<file path="config.mk">
export PLATFORM = sky130hd
export DESIGN_NAME = spi_master_ctrl
export DESIGN_NICKNAME = d
export VERILOG_FILES = /design/src/rtl/spi_master_ctrl.sv
export SDC_FILE = /design/constraint.sdc
export NUM_CORES = 1
export LEC_CHECK = 0
export ABC_AREA = 0
export CAP_MARGIN = 20
export CORE_MARGIN = 2
export CORE_UTILIZATION = 47
export CTS_CLUSTER_DIAMETER = 40
export DETAILED_ROUTE_END_ITERATION = 10
export GPL_ROUTABILITY_DRIVEN = 1
export PLACE_DENSITY = 0.74
export SYNTH_ARGS = -nofsm -noshare
export SYNTH_HDL_FRONTEND = slang
export SYNTH_SLANG_ARGS = --single-unit
</file>
<file path="constraint.sdc">
create_clock -name clk -period 1.66 [get_ports clk]
set_input_delay 0.332 -clock clk [delete_from_list [all_inputs] [get_ports clk]]
set_output_delay 0.332 -clock clk [all_outputs]
set_load 0.005 [all_outputs]
</file>
<file path="src/rtl/spi_master_ctrl.sv">
// SPI master: turns host valid/ready requests into 10-bit frames (2 command bits,
// then 8 data bits, MSB first) and collects the 8-bit reply of read-data frames.
module spi_master_ctrl #(
    parameter int RD_LATENCY = 1,
    parameter int CNT_W      = 4
) (
    input  logic       clk,
    input  logic       rst,
    input  logic       tx_valid,
    input  logic [1:0] tx_cmd,
    input  logic [7:0] tx_data,
    output logic       tx_ready,
    output logic       busy,
    output logic [7:0] rx_data,
    output logic       rx_valid,
    output logic       SS_n,
    output logic       MOSI,
    input  logic       MISO
);

    localparam logic [2:0] S_IDLE  = 3'd0;
    localparam logic [2:0] S_START = 3'd1;
    localparam logic [2:0] S_SHIFT = 3'd2;
    localparam logic [2:0] S_WAIT  = 3'd3;
    localparam logic [2:0] S_READ  = 3'd4;
    localparam logic [2:0] S_DONE  = 3'd5;

    localparam logic [CNT_W-1:0] SHIFT_LAST = CNT_W'(9);
    localparam logic [CNT_W-1:0] READ_LAST  = CNT_W'(7);
    localparam logic [CNT_W-1:0] WAIT_LAST  = CNT_W'((RD_LATENCY > 0) ? RD_LATENCY - 1 : 0);
    localparam logic [CNT_W-1:0] CNT_ONE    = CNT_W'(1);

    logic [2:0]       state_q, state_d;
    logic [CNT_W-1:0] cnt_q, cnt_d;
    logic [9:0]       frame_q, frame_d;
    logic             rd_q, rd_d;
    logic [7:0]       rx_shift_q, rx_shift_d;
    logic [7:0]       rx_data_q, rx_data_d;
    logic             rx_valid_q, rx_valid_d;
    logic             ss_n_q, ss_n_d;
    logic             mosi_q, mosi_d;
    logic             accept;

    assign accept = tx_valid && (state_q == S_IDLE);

    // NOTE: every variable gets a default at the top of the block, so no path can infer a latch.
    always_comb begin
        state_d    = state_q;
        cnt_d      = cnt_q;
        frame_d    = frame_q;
        rd_d       = rd_q;
        rx_shift_d = rx_shift_q;
        case (state_q)
            S_IDLE: begin
                if (accept) begin
                    state_d = S_START;
                    frame_d = {tx_cmd, tx_data};
                    rd_d    = (tx_cmd == 2'b11);
                    cnt_d   = '0;
                end
            end
            S_START: begin
                state_d = S_SHIFT;
                cnt_d   = '0;
            end
            S_SHIFT: begin
                if (cnt_q == SHIFT_LAST) begin
                    cnt_d = '0;
                    if (!rd_q)               state_d = S_DONE;
                    else if (RD_LATENCY > 0) state_d = S_WAIT;
                    else                     state_d = S_READ;
                end else begin
                    cnt_d   = cnt_q + CNT_ONE;
                    frame_d = {frame_q[8:0], 1'b0};
                end
            end
            S_WAIT: begin
                if (cnt_q == WAIT_LAST) begin
                    state_d = S_READ;
                    cnt_d   = '0;
                end else begin
                    cnt_d = cnt_q + CNT_ONE;
                end
            end
            S_READ: begin
                rx_shift_d = {rx_shift_q[6:0], MISO};
                if (cnt_q == READ_LAST) begin
                    state_d = S_DONE;
                    cnt_d   = '0;
                end else begin
                    cnt_d = cnt_q + CNT_ONE;
                end
            end
            S_DONE:  state_d = S_IDLE;
            default: state_d = S_IDLE;
        endcase
    end

    // Pin outputs are registered, so they are derived from the state being entered.
    always_comb begin
        ss_n_d     = (state_d == S_IDLE) || (state_d == S_DONE);
        mosi_d     = (state_d == S_SHIFT) ? frame_d[9] : 1'b0;
        rx_valid_d = (state_q == S_READ) && (state_d == S_DONE);
        rx_data_d  = rx_valid_d ? rx_shift_d : rx_data_q;
    end

    // NOTE: sequential state uses non-blocking assignments so every flop samples pre-edge values.
    always_ff @(posedge clk) begin
        if (rst) begin
            state_q    <= S_IDLE;
            cnt_q      <= '0;
            frame_q    <= '0;
            rd_q       <= 1'b0;
            rx_shift_q <= '0;
            rx_data_q  <= '0;
            rx_valid_q <= 1'b0;
            ss_n_q     <= 1'b1;
            mosi_q     <= 1'b0;
        end else begin
            state_q    <= state_d;
            cnt_q      <= cnt_d;
            frame_q    <= frame_d;
            rd_q       <= rd_d;
            rx_shift_q <= rx_shift_d;
            rx_data_q  <= rx_data_d;
            rx_valid_q <= rx_valid_d;
            ss_n_q     <= ss_n_d;
            mosi_q     <= mosi_d;
        end
    end

    assign tx_ready = (state_q == S_IDLE);
    assign busy     = (state_q != S_IDLE);
    assign rx_data  = rx_data_q;
    assign rx_valid = rx_valid_q;
    assign SS_n     = ss_n_q;
    assign MOSI     = mosi_q;

endmodule

</file>
==> results_tabular.tex, run 1 <==
\begin{tabular}{lr}
\hline
Metric & Value \\
\hline
\multicolumn{2}{l}{\textbf{Logic synthesis}} \\
Synth async-reset ratio & 0\% \\
Fraction of the yosys area taken by sequential cells & 43.2\% \\
Xor/xnor share of the synthesized area & 0\% \\
Post-synthesis compound-gate area fraction & 21.1\% \\
Arithmetic-cell share of the synthesized area counting full adders, half adders and majority gates & 2.25\% \\
EDFF count, synth & 0 \\
Post-Synth Simple-Gate Area & 27.0\% \\
Multiplexer area fraction after synthesis & 0\% \\
Cell type contributing the most total cell area after synthesis & sky130\_fd\_sc\_hd\_\_dfxtp\_1 \\
Post-synthesis register bit count & 36 \\
Number of library cell types mapped by synthesis & 42 \\
Post-synthesis instance total & between 150 and 200 \\
Warnings, synthesis & 0 \\
Post-Synthesis Mean Instance Area & 8.88 µm² \\
Most common flop cell mapped by yosys & sky130\_fd\_sc\_hd\_\_dfxtp\_1 \\
Ranking of synthesized cells by area & sky130\_fd\_sc\_hd\_\_dfxtp\_1 (43\%), sky130\_fd\_sc\_hd\_\_nand2\_1 (9.2\%), sky130\_fd\_sc\_hd\_\_a21oi\_1 (9.0\%) \\
Share of the synthesized area in the top cell type & 43.2\% \\
Largest family of logic cells by synthesized area & simple AND/OR/NAND/NOR gates \\
Area of the mapped netlist & 1670 µm² \\
Post-synth net total & a little over 200 \\
\multicolumn{2}{l}{\textbf{Layout}} \\
Seq. cell area & 734 µm² \\
Ant diodes & 0 \\
Area of combinational cells with multiple inputs & roughly 930 µm² \\
Share of layout cells above drive strength 1 & 34.7\% \\
Fillers & 290 \\
Design Area, Final & about 2400 µm² \\
Post-layout nets & around 260 \\
Area growth from synthesis to final layout & 42.0\% \\
Final cell utilization of the core & 70.5\% \\
\multicolumn{2}{l}{\textbf{STA}} \\
Count of final hold-check violations & 0 \\
RSZ-0062 raised after global routing & true \\
Peak Freq & 0.613 GHz \\
Least setup slack across all paths after layout & 27.7 ps \\
Post-route setup TNS & 0 ps \\
Final period utilization & a little over nine tenths \\
Largest clock skew in the final design & 6.13 ps \\
Pins Over Slew Limit & 0 \\
Worst slew pin tran & 377 ps \\
Setup violation total in the final timing report & 0 \\
Max-Slew Margin vs Limit & between 70\% and 80\% \\
Time the final worst path needs with I/O delays and setup & 1630 ps \\
\multicolumn{2}{l}{\textbf{Critical path}} \\
Reg-to-reg startpoint & state\_q[0] \\
Cell family contributing the most delay on the critical path & compound AO/OA/AOI/OAI gates \\
Total stage count of the critical path & 6 \\
Crit Path Max Fanout & 6 \\
Highest cell delay on the worst timing path & 340 ps \\
Worst setup EP type & flop \\
Required time of the critical path & 1910 ps \\
Worst r2r dst & cnt\_q[2] \\
First element of the critical path & state\_q[0] \\
Register-to-register path setup slack & 30 ps \\
List of cells traversed by the critical path & buf\_6 > buf\_6 > nor4\_2 > a21o\_1 > a2111oi\_2 > a311oi\_1 \\
CP Capture Point & cnt\_q[2] \\
Kind of start point of the critical path & flop \\
CP arrival & 1880 ps \\
Buffer and inverter count on the worst path & 2 \\
Library cell appearing most often on the critical path & sky130\_fd\_sc\_hd\_\_buf\_6 \\
Logic depth of the worst register-to-register path & 6 \\
Critical path start-end classification & flop to flop \\
Slowest-stage cell, CP & sky130\_fd\_sc\_hd\_\_dfxtp\_2 \\
\multicolumn{2}{l}{\textbf{Floorplan}} \\
Row cnt & 21 \\
Total I/O pin count & 27 \\
Vertical die dimension & roughly 64 µm \\
Area of the die & 4040 µm² \\
Horizontal die dimension & 63.6 µm \\
Initial Utilization & 49.6\% \\
Core ar. & 3360 µm² \\
\multicolumn{2}{l}{\textbf{CTS}} \\
Number of buffers on the longest clock path & 2 \\
Clock insertion delay at the later pin of the skew report & roughly 360 ps \\
Clock root buffer & sky130\_fd\_sc\_hd\_\_clkbuf\_4 \\
CTS tree & yes \\
Number of H-tree branching levels & 2 \\
Register clock-pin slew on the reported worst setup and hold paths & 110 ps \\
Clock Sinks & 36 \\
Clock buffers created by TritonCTS & 5 \\
\multicolumn{2}{l}{\textbf{Detailed routing}} \\
Via total after detailed routing & 1580 \\
Avg Vias per Cell & approximately 5.5 \\
DRT Pass-1 Iters & 5 \\
ANT nets after route & 0 \\
Routed wirelength normalized by instance count & 15.5 µm \\
Number of design-rule violations left by the first detailed-router iteration & 53 \\
Final routed wirelength across all metal layers & 4.46 mm \\
Count of unresolved DRC violations after routing & 0 \\
\multicolumn{2}{l}{\textbf{Job}} \\
Max-capacitance violation count & 0 \\
\multicolumn{2}{l}{\textbf{Power and ir drop}} \\
Max rail drop VDD & 530 µV \\
Overall Power & about 0.0019 W \\
Power per cell area & 808 nW/µm² \\
Static Leakage & between 0.9 and 1 nW \\
\multicolumn{2}{l}{\textbf{Place}} \\
Post-DP HPWL & a little under 3 mm \\
Quantity of I/O buffers inserted on ports & 26 \\
Final weighted congestion in routability-driven placement & 0.865 \\
Standard cell area after detailed placement & 2100 µm² \\
Worst slack at placement & -179 ps \\
\multicolumn{2}{l}{\textbf{Global route}} \\
Number of global-route vias before repair & 1576 \\
Initial antenna violation count & 0 \\
Global-route wire length before repair & 7.06 mm \\
Remaining global-route overflow & 0 \\
Overall routing resource usage & 22.6\% \\
Maximum number of pins on one net before global-route repair & 15 \\
\multicolumn{2}{l}{\textbf{Hold path}} \\
Tightest Hold Check Type & flop to flop \\
\multicolumn{2}{l}{\textbf{Status}} \\
Outcome & finished clean \\
\hline
\end{tabular}
Yosys cell counts (all sizes together), types with 2 or more instances:
master,number
nor2,7
a21oi,30
dfxtp,36
a2111oi,2
clkbuf,5
ha,3
nor2b,3
nor4,4
a22oi,8
a311oi,2
nor3b,3
nand2,41
or2,2
a31oi,2
or3b,2
o211ai,2
buf,9
nand3,4
inv,4
and3b,2
nand3b,2
state kept, by name, indices dropped and copies added (netlist names):
register	cells
cnt_q	4
frame_q	10
rx_data	8
SS_n	1
rx_valid	1
rx_shift_q	7
state_q	3
MOSI	1
rd_q	1
metrics by stage:
step,hold slack (ps),std cells
finish,459,288
global route,487,288
CTS,461,283
detailed placement,446,270
global placement,443,270
floorplan,427,188
tightest hold or removal path, delay by kind of cell, from the launching register on:
family	cells	cell delay (ps)
DFF	1	320
and+or+nand+nor	1	50
AOI/OAI and AO/OA	1	50
cell type report:
cell class              instances  area share (%)
clock buffers                   6            1.74
flip-flops and latches         36            31.0
inverters                       4           0.634
multi-input cells             134            39.3
well taps                      46            2.43
repair buffers                 60            23.4
clock inverters                 2            1.48
worst min-delay path by stage:
stage | start | to | slack [ps] | cells past startpoint
6_report | rx_data[2] | rx_data[2] | 460 | 2
5_1_grt | rx_data[2] | rx_data[2] | 490 | 2
4_1_cts | rx_data[2] | rx_data[2] | 460 | 2
3_5_place_dp | rx_data[2] | rx_data[2] | 450 | 2
3_3_place_gp | rx_data[2] | rx_data[2] | 440 | 2
2_1_floorplan | rd_q | rd_q | 430 | 2
kinds of logic after synthesis:
group,after synthesis
simple gates,77
compound gates,54
flops,36
buf+inv,18
fa+ha+maj,3
cells in the final DEF, fill, tap and decap left out, types with 3 or more instances in the layout:
master	instances
sky130_fd_sc_hd__nand2_1	34
sky130_fd_sc_hd__dfxtp_1	29
sky130_fd_sc_hd__a21oi_1	29
sky130_fd_sc_hd__clkdlybuf4s50_1	24
sky130_fd_sc_hd__buf_4	24
sky130_fd_sc_hd__a22oi_1	8
sky130_fd_sc_hd__nand2_2	7
sky130_fd_sc_hd__buf_6	7
sky130_fd_sc_hd__clkbuf_4	5
sky130_fd_sc_hd__dfxtp_2	5
sky130_fd_sc_hd__nor2_1	4
sky130_fd_sc_hd__nand3_1	3
sky130_fd_sc_hd__nor2b_1	3
routing by layer:
metal,routed length [µm],vias up,GRT usage (%)
met5,0,-,0
met4,151,0,13.6
met3,190,14,6.25
met2,2300,45,37.6
met1,1830,750,25.7
li1,-,771,-
report_power, final:
group          switching [W]  internal [W]  leakage, nW
Clock               0.000306      0.000315       0.0422
Combinational       0.000173      0.000201        0.568
Sequential         0.0000238      0.000896        0.296
Total               0.000502       0.00141        0.907
what timing repair did:
action | in CTS | in global routing
setup buffers | 5 | 4
pin swaps | 8 | 16
hold endpoints to repair | 0 | 0
gates cloned | 0 | 1
resized for setup | 17 | 32
hold buffers | 0 | 0
endpoints found under the setup margin | 7 | 28
(Power assumes the default switching activity.)
==> run 2, diff against run 1 <==
--- a/config.mk
+++ b/config.mk
@@ -7,12 +7,12 @@
 export LEC_CHECK = 0
 export ABC_AREA = 0
 export CAP_MARGIN = 20
-export CORE_MARGIN = 2
 export CORE_UTILIZATION = 47
 export CTS_CLUSTER_DIAMETER = 40
 export DETAILED_ROUTE_END_ITERATION = 10
 export GPL_ROUTABILITY_DRIVEN = 1
 export PLACE_DENSITY = 0.74
+export SLEW_MARGIN = 30
 export SYNTH_ARGS = -nofsm -noshare
 export SYNTH_HDL_FRONTEND = slang
 export SYNTH_SLANG_ARGS = --single-unit
==> results_tabular.tex, run 2 (synthesis results as in run 1) <==
\begin{tabular}{lr}
\hline
Metric & Value \\
\hline
\multicolumn{2}{l}{\textbf{STA}} \\
RSZ-0062 raised after global routing & true \\
Count of final hold-check violations & 0 \\
Max-Slew Margin vs Limit & 73.2\% \\
Setup violation total in the final timing report & 0 \\
Time the final worst path needs with I/O delays and setup & 1640 ps \\
Peak Freq & approximately 0.6 GHz \\
Worst slew pin tran & 400 ps \\
Worst hold margin & 463 ps \\
Least setup slack across all paths after layout & approximately 22 ps \\
Final period utilization & between 90\% and 100\% \\
Largest clock skew in the final design & $\sim$2.7 ps \\
Pins Over Slew Limit & 0 \\
\multicolumn{2}{l}{\textbf{Critical path}} \\
Cell family contributing the most delay on the critical path & simple AND/OR/NAND/NOR gates \\
Slowest-stage cell, CP & sky130\_fd\_sc\_hd\_\_or3b\_4 \\
Buffer and inverter count on the worst path & 1 \\
Crit Path Max Fanout & 7 \\
Kind of start point of the critical path & flop \\
Register-to-register path setup slack & 20 ps \\
Highest cell delay on the worst timing path & between 400 and 500 ps \\
List of cells traversed by the critical path & buf\_4 > or3b\_4 > nor2\_4 > a2111oi\_4 > a311oi\_1 \\
CP arrival & 1880 ps \\
Critical path start-end classification & flop to flop \\
Worst setup EP type & flop \\
Required time of the critical path & 1900 ps \\
\multicolumn{2}{l}{\textbf{CTS}} \\
CTS tree & yes \\
Clock buffers created by TritonCTS & 5 \\
Clock insertion delay at the later pin of the skew report & 350 ps \\
Register clock-pin slew on the reported worst setup and hold paths & 110 ps \\
Hold bufs inserted after CTS & 0 \\
Clock Sinks & 36 \\
Clock root buffer & sky130\_fd\_sc\_hd\_\_clkbuf\_4 \\
Number of buffers on the longest clock path & 2 \\
Number of H-tree branching levels & 2 \\
\multicolumn{2}{l}{\textbf{Global route}} \\
Initial antenna violation count & 0 \\
Overall routing resource usage & 23.1\% \\
Maximum number of pins on one net before global-route repair & 37 \\
Global-route wire length before repair & 6.34 mm \\
Remaining global-route overflow & 0 \\
Number of global-route vias before repair & 1404 \\
\multicolumn{2}{l}{\textbf{Detailed routing}} \\
ANT nets after route & 0 \\
Routed wirelength normalized by instance count & 14.8 µm \\
Final routed wirelength across all metal layers & 4.23 mm \\
Avg Vias per Cell & 5.47 \\
Number of design-rule violations left by the first detailed-router iteration & 71 \\
Via total after detailed routing & 1560 \\
DRT Pass-1 Iters & 4 \\
Count of unresolved DRC violations after routing & 0 \\
\multicolumn{2}{l}{\textbf{Floorplan}} \\
Core ar. & roughly 3400 µm² \\
Total I/O pin count & 27 \\
Area of the die & $\sim$3800 µm² \\
Horizontal die dimension & approximately 62 µm \\
Row cnt & 21 \\
Vertical die dimension & 61.6 µm \\
Initial Utilization & between 40\% and 50\% \\
\multicolumn{2}{l}{\textbf{Layout}} \\
Most common cell after layout, fill and taps aside & sky130\_fd\_sc\_hd\_\_nand2\_1 \\
Design Area, Final & 2340 µm² \\
Fillers & 280 \\
Seq. cell area & 729 µm² \\
Area of combinational cells with multiple inputs & around 970 µm² \\
Final cell utilization of the core & 69.5\% \\
Share of layout cells above drive strength 1 & 32.6\% \\
Cell Count, Final, Fillers Out & about 290 \\
Post-layout nets & 255 \\
Area growth from synthesis to final layout & 40.1\% \\
Ant diodes & 0 \\
Largest reg by FF count & frame\_q \\
Max FFs per register & 10 \\
Most frequent cells in the layout & sky130\_fd\_sc\_hd\_\_nand2\_1 (41), sky130\_fd\_sc\_hd\_\_dfxtp\_1 (31), sky130\_fd\_sc\_hd\_\_a21oi\_1 (27) \\
\multicolumn{2}{l}{\textbf{Power and ir drop}} \\
Combinational power share & 21.7\% \\
Clock share of power & a little over a quarter \\
Static Leakage & 0.888 nW \\
Sequential share of power & 51.6\% \\
Power per cell area & 756 nW/µm² \\
Max rail drop VDD & 680 µV \\
Internal power of the cells & 0.00127 W \\
Net switching power & around 0.00050 W \\
Switching part of the total & 28.4\% \\
\multicolumn{2}{l}{\textbf{Place}} \\
Post-DP HPWL & about 2.7 mm \\
Quantity of I/O buffers inserted on ports & 26 \\
Final weighted congestion in routability-driven placement & around 0.9 \\
Placed instance count & 269 \\
Worst slack at placement & -137 ps \\
Standard cell area after detailed placement & 2080 µm² \\
\multicolumn{2}{l}{\textbf{Hold path}} \\
Tightest Hold Check Type & flop to flop \\
\multicolumn{2}{l}{\textbf{Status}} \\
Outcome & finished clean \\
\multicolumn{2}{l}{\textbf{Job}} \\
Max-capacitance violation count & 0 \\
\hline
\end{tabular}
run 2: changes by cell type in the layout (fill, tap and decap cells not counted), sizes merged:
| cell | previous run | this run |
|---|---|---|
| bufinv | 1 | 0 |
| buf | 35 | 31 |
| clkinv | 1 | 3 |
run 2: worst register-to-register path: cells and delay by family (launching register included):
family | cells | cell delay [ps]
flip-flops | 1 | 340
AND/OR/NAND/NOR | 2 | 660
AO/OA/AOI/OAI | 2 | 380
buffers and inverters | 1 | 160
run 2: final cells by class:
cell class / count / share of cell area, %
Multi-Input combinational cell: 134 / 41.3
Sequential cell: 36 / 31.2
Timing Repair Buffer: 57 / 22.0
Tap cell: 46 / 2.46
Clock buffer: 5 / 1.61
Clock inverter: 3 / 0.803
Inverter: 4 / 0.642
run 2: final timing paths:
kind | start | end | cells past startpoint
max | state_q[0] | cnt_q[2] | 5
min | rx_data[3] | rx_data[3] | 2
max reg2reg | state_q[0] | cnt_q[2] | 5
min reg2reg | rx_data[3] | rx_data[3] | 2
run 2: stage by stage:
stage	total power [W]	TNS [ps]
after floorplan	0.00110	0
after global placement	0.00123	-1060
after detailed placement	0.00124	-1440
after CTS	0.00171	0
after global routing	0.00185	-116
final	0.00177	0
run 2: power groups by stage:
| stage | Sequential (W) | Clock [W] | Combinational [W] |
|---|---|---|---|
| CTS | 0.000911 | 0.000476 | 0.000319 |
| finish | 0.000912 | 0.000473 | 0.000383 |
| global route | 0.000916 | 0.000521 | 0.000411 |
| detailed placement | 0.000931 | 0 | 0.000306 |
| floorplan | 0.000932 | 0 | 0.000172 |
| global placement | 0.000929 | 0 | 0.000296 |
run 2: layer usage:
| metal | routed length, µm | share of wire, % | vias to the layer above | GRT usage (%) |
|---|---|---|---|---|
| li1 | - | - | 766 | - |
| met1 | 1820 | 43 | 738 | 29.0 |
| met2 | 2120 | 50 | 43 | 35.2 |
| met3 | 159 | 3.8 | 13 | 7.77 |
| met4 | 124 | 2.9 | 0 | 11.7 |
| met5 | 0 | 0 | - | 0 |
run 2: timing repair:
| action | 4_1_cts | 5_1_grt |
|---|---|---|
| resized for setup | 13 | 32 |
| pin swaps | 5 | 12 |
| hold endpoints to repair | 0 | 0 |
| setup endpoints to repair | 7 | 29 |
| buffers inserted | 3 | 5 |
